File: src/rtl/cpu_pipe_pkg.sv
// Shared types and constants for the integer pipeline front end.
package cpu_pipe_pkg;

  localparam int unsigned XLEN    = 32;
  localparam int unsigned OPC_MSB = 31;
  localparam int unsigned OPC_LSB = 26;
  localparam int unsigned OPC_W   = OPC_MSB - OPC_LSB + 1;

  localparam logic [XLEN-1:0]  NOP_INSTR       = 32'h0000_0000;
  localparam logic [OPC_W-1:0] HALT_OPCODE_DEF = 6'b111111;

  typedef enum logic [1:0] {
    ST_BOOT = 2'd0,
    ST_RUN  = 2'd1,
    ST_HALT = 2'd2
  } fetch_state_e;

  typedef enum logic [1:0] {
    PC_HOLD  = 2'd0,
    PC_SEQ   = 2'd1,
    PC_REDIR = 2'd2
  } pc_sel_e;

  typedef enum logic [1:0] {
    IFID_HOLD   = 2'd0,
    IFID_LOAD   = 2'd1,
    IFID_BUBBLE = 2'd2
  } ifid_sel_e;

  // Per-cycle register update commands from the fetch FSM to the datapath.
  typedef struct packed {
    pc_sel_e   pc_sel;
    ifid_sel_e ifid_sel;
    logic      cnt_inc;
    logic      halt_set;
    logic      halt_clr;
  } fetch_ctrl_t;

  function automatic logic [OPC_W-1:0] opcode_of(input logic [XLEN-1:0] word);
    return word[OPC_MSB:OPC_LSB];
  endfunction

endpackage

File: src/rtl/fetch_fsm.sv
// Fetch sequencing: BOOT/RUN/HALT state plus load/flush/hold decode for the
// PC, IF/ID and counter registers.
module fetch_fsm
  import cpu_pipe_pkg::*;
(
  input  logic        clk,
  input  logic        rst_n,
  input  logic        stall,
  input  logic        redirect_valid,
  input  logic        halt_hit,
  output fetch_ctrl_t ctrl_c
);

  fetch_state_e state_q, state_d;

  always_ff @(posedge clk or negedge rst_n) begin
    if (!rst_n) state_q <= ST_BOOT;
    else        state_q <= state_d;
  end

  // Redirect outranks stall and halt detection in every state.
  always_comb begin
    state_d = state_q;
    ctrl_c  = '{pc_sel: PC_HOLD, ifid_sel: IFID_HOLD,
                cnt_inc: 1'b0, halt_set: 1'b0, halt_clr: 1'b0};
    if (redirect_valid) begin
      ctrl_c.pc_sel   = PC_REDIR;
      ctrl_c.ifid_sel = IFID_BUBBLE;
      ctrl_c.halt_clr = 1'b1;
      state_d         = ST_RUN;
    end else begin
      case (state_q)
        ST_BOOT: state_d = ST_RUN;
        ST_RUN: begin
          if (!stall) begin
            if (halt_hit) begin
              ctrl_c.ifid_sel = IFID_BUBBLE;
              ctrl_c.halt_set = 1'b1;
              state_d         = ST_HALT;
            end else begin
              ctrl_c.pc_sel   = PC_SEQ;
              ctrl_c.ifid_sel = IFID_LOAD;
              ctrl_c.cnt_inc  = 1'b1;
            end
          end
        end
        ST_HALT: ctrl_c.ifid_sel = IFID_BUBBLE;
        default: state_d = ST_BOOT;
      endcase
    end
  end

endmodule

File: src/rtl/instr_fetch_stage.sv
// Pipeline stage 1: program counter, instruction-memory address and the
// IF/ID register with stall, redirect/flush, halt and fetch counting.
module instr_fetch_stage
  import cpu_pipe_pkg::*;
#(
  parameter logic [31:0]       RESET_PC    = 32'h0000_0000,
  parameter logic [OPC_W-1:0]  HALT_OPCODE = HALT_OPCODE_DEF,
  parameter int unsigned       COUNT_W     = 16
) (
  input  logic               clk,
  input  logic               rst_n,
  input  logic               stall,
  input  logic               redirect_valid,
  input  logic [31:0]        redirect_pc,
  input  logic [31:0]        pc_plus4,
  input  logic [31:0]        instr,
  output logic [31:0]        instr_addr,
  output logic [31:0]        if_instr,
  output logic [31:0]        if_pc4,
  output logic               if_valid,
  output logic               halted,
  output logic [COUNT_W-1:0] fetch_count
);

  localparam logic [31:0] ALIGN_MASK = ~32'h0000_0003;
  localparam logic [31:0] RESET_PC_A = RESET_PC & ALIGN_MASK;

  logic [31:0]        pc_q, pc_d;
  logic [31:0]        if_instr_q, if_instr_d;
  logic [31:0]        if_pc4_q, if_pc4_d;
  logic               if_valid_q, if_valid_d;
  logic               halted_q, halted_d;
  logic [COUNT_W-1:0] fetch_count_q, fetch_count_d;
  fetch_ctrl_t        ctrl_c;
  logic               halt_hit_c;

  assign halt_hit_c = (opcode_of(instr) == HALT_OPCODE);

  fetch_fsm u_fetch_fsm (
    .clk            (clk),
    .rst_n          (rst_n),
    .stall          (stall),
    .redirect_valid (redirect_valid),
    .halt_hit       (halt_hit_c),
    .ctrl_c         (ctrl_c)
  );

  always_comb begin
    pc_d          = pc_q;
    if_instr_d    = if_instr_q;
    if_pc4_d      = if_pc4_q;
    if_valid_d    = if_valid_q;
    halted_d      = halted_q;
    fetch_count_d = fetch_count_q;

    case (ctrl_c.pc_sel)
      PC_SEQ:   pc_d = pc_plus4 & ALIGN_MASK;
      PC_REDIR: pc_d = redirect_pc & ALIGN_MASK;
      default:  pc_d = pc_q;
    endcase

    case (ctrl_c.ifid_sel)
      IFID_LOAD: begin
        if_instr_d = instr;
        if_pc4_d   = pc_plus4;
        if_valid_d = 1'b1;
      end
      IFID_BUBBLE: begin
        if_instr_d = NOP_INSTR;
        if_valid_d = 1'b0;
      end
      default: ;
    endcase

    if (ctrl_c.halt_clr)      halted_d = 1'b0;
    else if (ctrl_c.halt_set) halted_d = 1'b1;

    // Counter sticks at all-ones rather than wrapping.
    if (ctrl_c.cnt_inc && (fetch_count_q != {COUNT_W{1'b1}}))
      fetch_count_d = fetch_count_q + COUNT_W'(1);
  end

  always_ff @(posedge clk or negedge rst_n) begin
    if (!rst_n) begin
      pc_q          <= RESET_PC_A;
      if_instr_q    <= NOP_INSTR;
      if_pc4_q      <= 32'h0;
      if_valid_q    <= 1'b0;
      halted_q      <= 1'b0;
      fetch_count_q <= '0;
    end else begin
      pc_q          <= pc_d;
      if_instr_q    <= if_instr_d;
      if_pc4_q      <= if_pc4_d;
      if_valid_q    <= if_valid_d;
      halted_q      <= halted_d;
      fetch_count_q <= fetch_count_d;
    end
  end

  assign instr_addr  = pc_q;
  assign if_instr    = if_instr_q;
  assign if_pc4      = if_pc4_q;
  assign if_valid    = if_valid_q;
  assign halted      = halted_q;
  assign fetch_count = fetch_count_q;

endmodule

File: config.mk
export PLATFORM = sky130hd
export DESIGN_NAME = instr_fetch_stage
export DESIGN_NICKNAME = d
export VERILOG_FILES = /design/src/rtl/cpu_pipe_pkg.sv /design/src/rtl/fetch_fsm.sv /design/src/rtl/instr_fetch_stage.sv
export SDC_FILE = /design/constraint.sdc
export NUM_CORES = 1
export LEC_CHECK = 0
export ABC_AREA = 1
export CAP_MARGIN = 20
export CORE_ASPECT_RATIO = 1.25
export CORE_UTILIZATION = 47
export DETAILED_ROUTE_END_ITERATION = 8
export GPL_ROUTABILITY_DRIVEN = 0
export PLACE_DENSITY = 0.86
export SLEW_MARGIN = 0
export SYNTH_ARGS = -nofsm -noshare
export SYNTH_HDL_FRONTEND = slang
export SYNTH_SLANG_ARGS = --single-unit
export TNS_END_PERCENT = 100
File: constraint.sdc
create_clock -name clk -period 5 [get_ports clk]
set_input_delay 1.25 -clock clk [delete_from_list [all_inputs] [get_ports clk]]
set_output_delay 1.25 -clock clk [all_outputs]
set_load 0.01 [all_outputs]
==> results_dict.tcl <==
set metrics [dict create \
    outcome "completed" \
    drive_gt1_share_pct 10.86 \
    final_nets 896 \
    fin_crit_ns 3.756 \
    drc 0 \
    worstSkewPairLatency_ns 0.41 \
    worstMarginPinSlew_ns 0.9922 \
    cts_root_buf "clkbuf_16" \
    crit_slowest_cell "inv_1" \
    nFillCells 736 \
    pwr-share-clk_pct 28.5 \
    wl_per_cell_um 15.88 \
    core-area_mm2 0.01077 \
    rr_startpoint "u_fetch_fsm.state_q[1]" \
    clock.fmax_mhz 266.2 \
    routed_wl_um 14820 \
    cts_buffers 17 \
    first_pass_iters 5 \
    final_common_cell "clkdlybuf4s50_1" \
    crit_path_start "instr[27]" \
    vdd_ir_drop_max_mv 0.2977 \
    crit_family "buffers and inverters" \
    criticalPathCategory "in2reg" \
    overflow 0 \
    setup_viol 0 \
    critical_path.max_fanout 35 \
    grt_max_degree 61 \
    clockBufferDepth 2 \
    die_w_um 96.83 \
    p_sw_share_pct 31.58 \
    rsz0062_at_grt "no" \
    p_int_w 0.002929 \
    slew_violations 0 \
    switching_power_w 0.001352 \
    path_buf_inv 3 \
    cpMostUsedCell "nand2_1" \
    yosysWarnings 0 \
    yosys_register_bits 114 \
    crit_path_start_kind "primary input" \
    skew_ns 0.01126 \
    slew_headroom_pct 33.78 \
    wl_met3_um 929 \
    wl_met2_um 7905 \
    initial_core_util_pct 49.04 \
    crit_chain "clkdlybuf4s50_1, nand2_1, nor2_1, nand2_1, nand3_2, nor2_1, ha_1, buf_4, inv_1, nand3_1, nand2_1" \
    clock-sinks 114 \
    antenna_cells 0 \
    cp.required_ns 5.34 \
    worstSetupEndpointType "flip-flop" \
    yosysUniqueCellTypes 27 \
    pwr_density_cell_mw_per_mm2 533.4 \
    grt_pass1_wl_um 24020 \
    rows 42 \
    grt_util_all_layers_pct 26.11 \
    final_cell_mix "clkdlybuf4s50_1, nand2_1, dfrtp_1, nand3_1, nor2_1" \
    worstHoldStart "if_instr[9]" \
    post_cts_buffers 0 \
    cts_hold_buf 0 \
    dp_hpwl_um 10400 \
    antenna_found_initial 0 \
    clkSlewWorstSetupHoldPaths_ns 0.05 \
    grt_pass1_vias 4946 \
    yosysSeqAreaShare_pct 54.00 \
    dr_total_vias 4861 \
    power_leakage_nw 3.737 \
    critPathArrivalTime_ns 4.10 \
    die_height_um 120.5 \
    post-route-period-util_pct 75.12 \
    hp-class "reg2reg" \
    tns_ns 0 \
    final_antenna_net_count 0 \
    max_cap_viol_count 0 \
    power_frac_comb_pct 36.9 \
    final-hold-violation-count 0 \
    cts_tree "built" \
    fin_util_pct 74.51 \
    htree_levels 4 \
    wl_met1_um 5560 \
    drtIter0Drc 231 \
    syn2layout_area_growth_pct 51.94 \
    port_buffers 209 \
    syn_inst 583 \
    ios 214 \
    die_area_mm2 0.01167 \
    seqPwrFrac_pct 34.6 \
    syn_area_per_cell_um2 9.061 \
    max_stage_delay_ns 0.76 \
    highest_layer "met4" \
    via_per_inst 5.210 \
    cts_resized 0 \
    syn-cell-area_mm2 0.005283 \
]
==> stage by stage <==
stage	worst slack [ns]	instance area [um2]	hold WS [ns]	total power (W)	std cells
after global placement	0.9994	7431	0.4581	0.003006	901
after floorplan	2.014	5286	0.4932	0.002149	584
final	1.244	8026	0.4757	0.004281	933
after detailed placement	0.8314	7431	0.4636	0.003075	901
after CTS	1.244	8026	0.4789	0.004313	933
after global routing	0.9372	8026	0.4980	0.004510	933
==> logic make-up (layout without fill, tap and decap cells) <==
group	count (synthesis)	after routing	share of synthesized area, %
adders and majority gates	8	8	1.895
DFF	114	114	54.00
muxes	37	37	7.721
other	1	2	0.07099
xor gates and xnor gates	5	5	0.8290
buffers and inverters	59	276	5.069
and+or+nand+nor	326	326	26.72
AOI/OAI and AO/OA	33	33	3.695
==> final timing paths <==
kind                                     end  slack, ns  depth (start not counted)
worst max-delay path            if_instr[12]       1.24                         11
worst min-delay path             if_instr[9]       0.48                          2
worst max register to register  if_instr[12]       1.83                         11
worst min register to register   if_instr[9]       0.48                          2
max in group asynchronous         if_pc4[13]       3.50                          2
min in group asynchronous       if_instr[13]       0.98                          2
==> worst register-to-register path: cells and delay by family, from the launching register on <==
kind          cells  cell delay, ns
fa+ha+maj         2            0.48
buf+inv           4            1.18
flops             1            0.40
simple gates      5            1.04
==> power groups by stage <==
stage	registers (W)	logic (W)	clock network [W]
after floorplan	0.00162	0.000528	0
after global placement	0.00147	0.00154	0
after detailed placement	0.00149	0.00158	0
after CTS	0.00148	0.00160	0.00123
after global routing	0.00152	0.00171	0.00128
final	0.00148	0.00158	0.00122
==> synthesized netlist by cell type <==
| cell | n | area, um2 |
|---|---|---|
| conb_1 | 1 | 3.750 |
| nand2_2 | 2 | 12.51 |
| nand3b_1 | 1 | 7.510 |
| ha_1 | 8 | 100.1 |
| buf_6 | 3 | 33.78 |
| nand4_1 | 8 | 50.05 |
| buf_2 | 10 | 50.05 |
| a21oi_1 | 15 | 75.07 |
| nand2_1 | 194 | 728.2 |
| nand3_2 | 1 | 10.01 |
| nor2_4 | 3 | 33.78 |
| buf_4 | 3 | 22.52 |
| or2_2 | 1 | 6.260 |
| buf_1 | 4 | 15.01 |
| o21ai_2 | 8 | 70.07 |
| inv_2 | 2 | 7.510 |
| inv_1 | 26 | 97.59 |
| nor2_8 | 1 | 20.02 |
| xor2_1 | 5 | 43.79 |
| mux2_2 | 30 | 337.8 |
| o21ai_0 | 10 | 50.05 |
| nor2_1 | 31 | 116.4 |
| nand2_4 | 1 | 11.26 |
| clkbuf_1 | 11 | 41.29 |
| dfrtp_1 | 114 | 2853 |
| mux2i_1 | 7 | 70.07 |
| nand3_1 | 83 | 415.4 |
==> flip-flops by register name, indices dropped and copies added (netlist names) <==
name / cells
halted: 1
fetch_count: 16
if_valid: 1
if_pc4: 32
if_instr: 32
u_fetch_fsm.state_q: 2
instr_addr: 30
==> cell type report <==
class	instances	area (um2)	share of cell area [%]
multi-input combinational	411	2166	26.98
tap	132	165.2	2.058
clock inverter	11	135.1	1.684
timing repair buffer	216	2142	26.69
sequential	114	2853	35.54
inverter	28	105.1	1.309
clock buffer	21	460.4	5.737
==> routing by layer <==
layer	up-vias	global-route usage [%]
met1	2337	28.51
met3	34	7.110
met2	187	46.39
li1	2303	-
met5	-	0
met4	0	13.34
No activity file was read; power rests on OpenSTA's default activity.
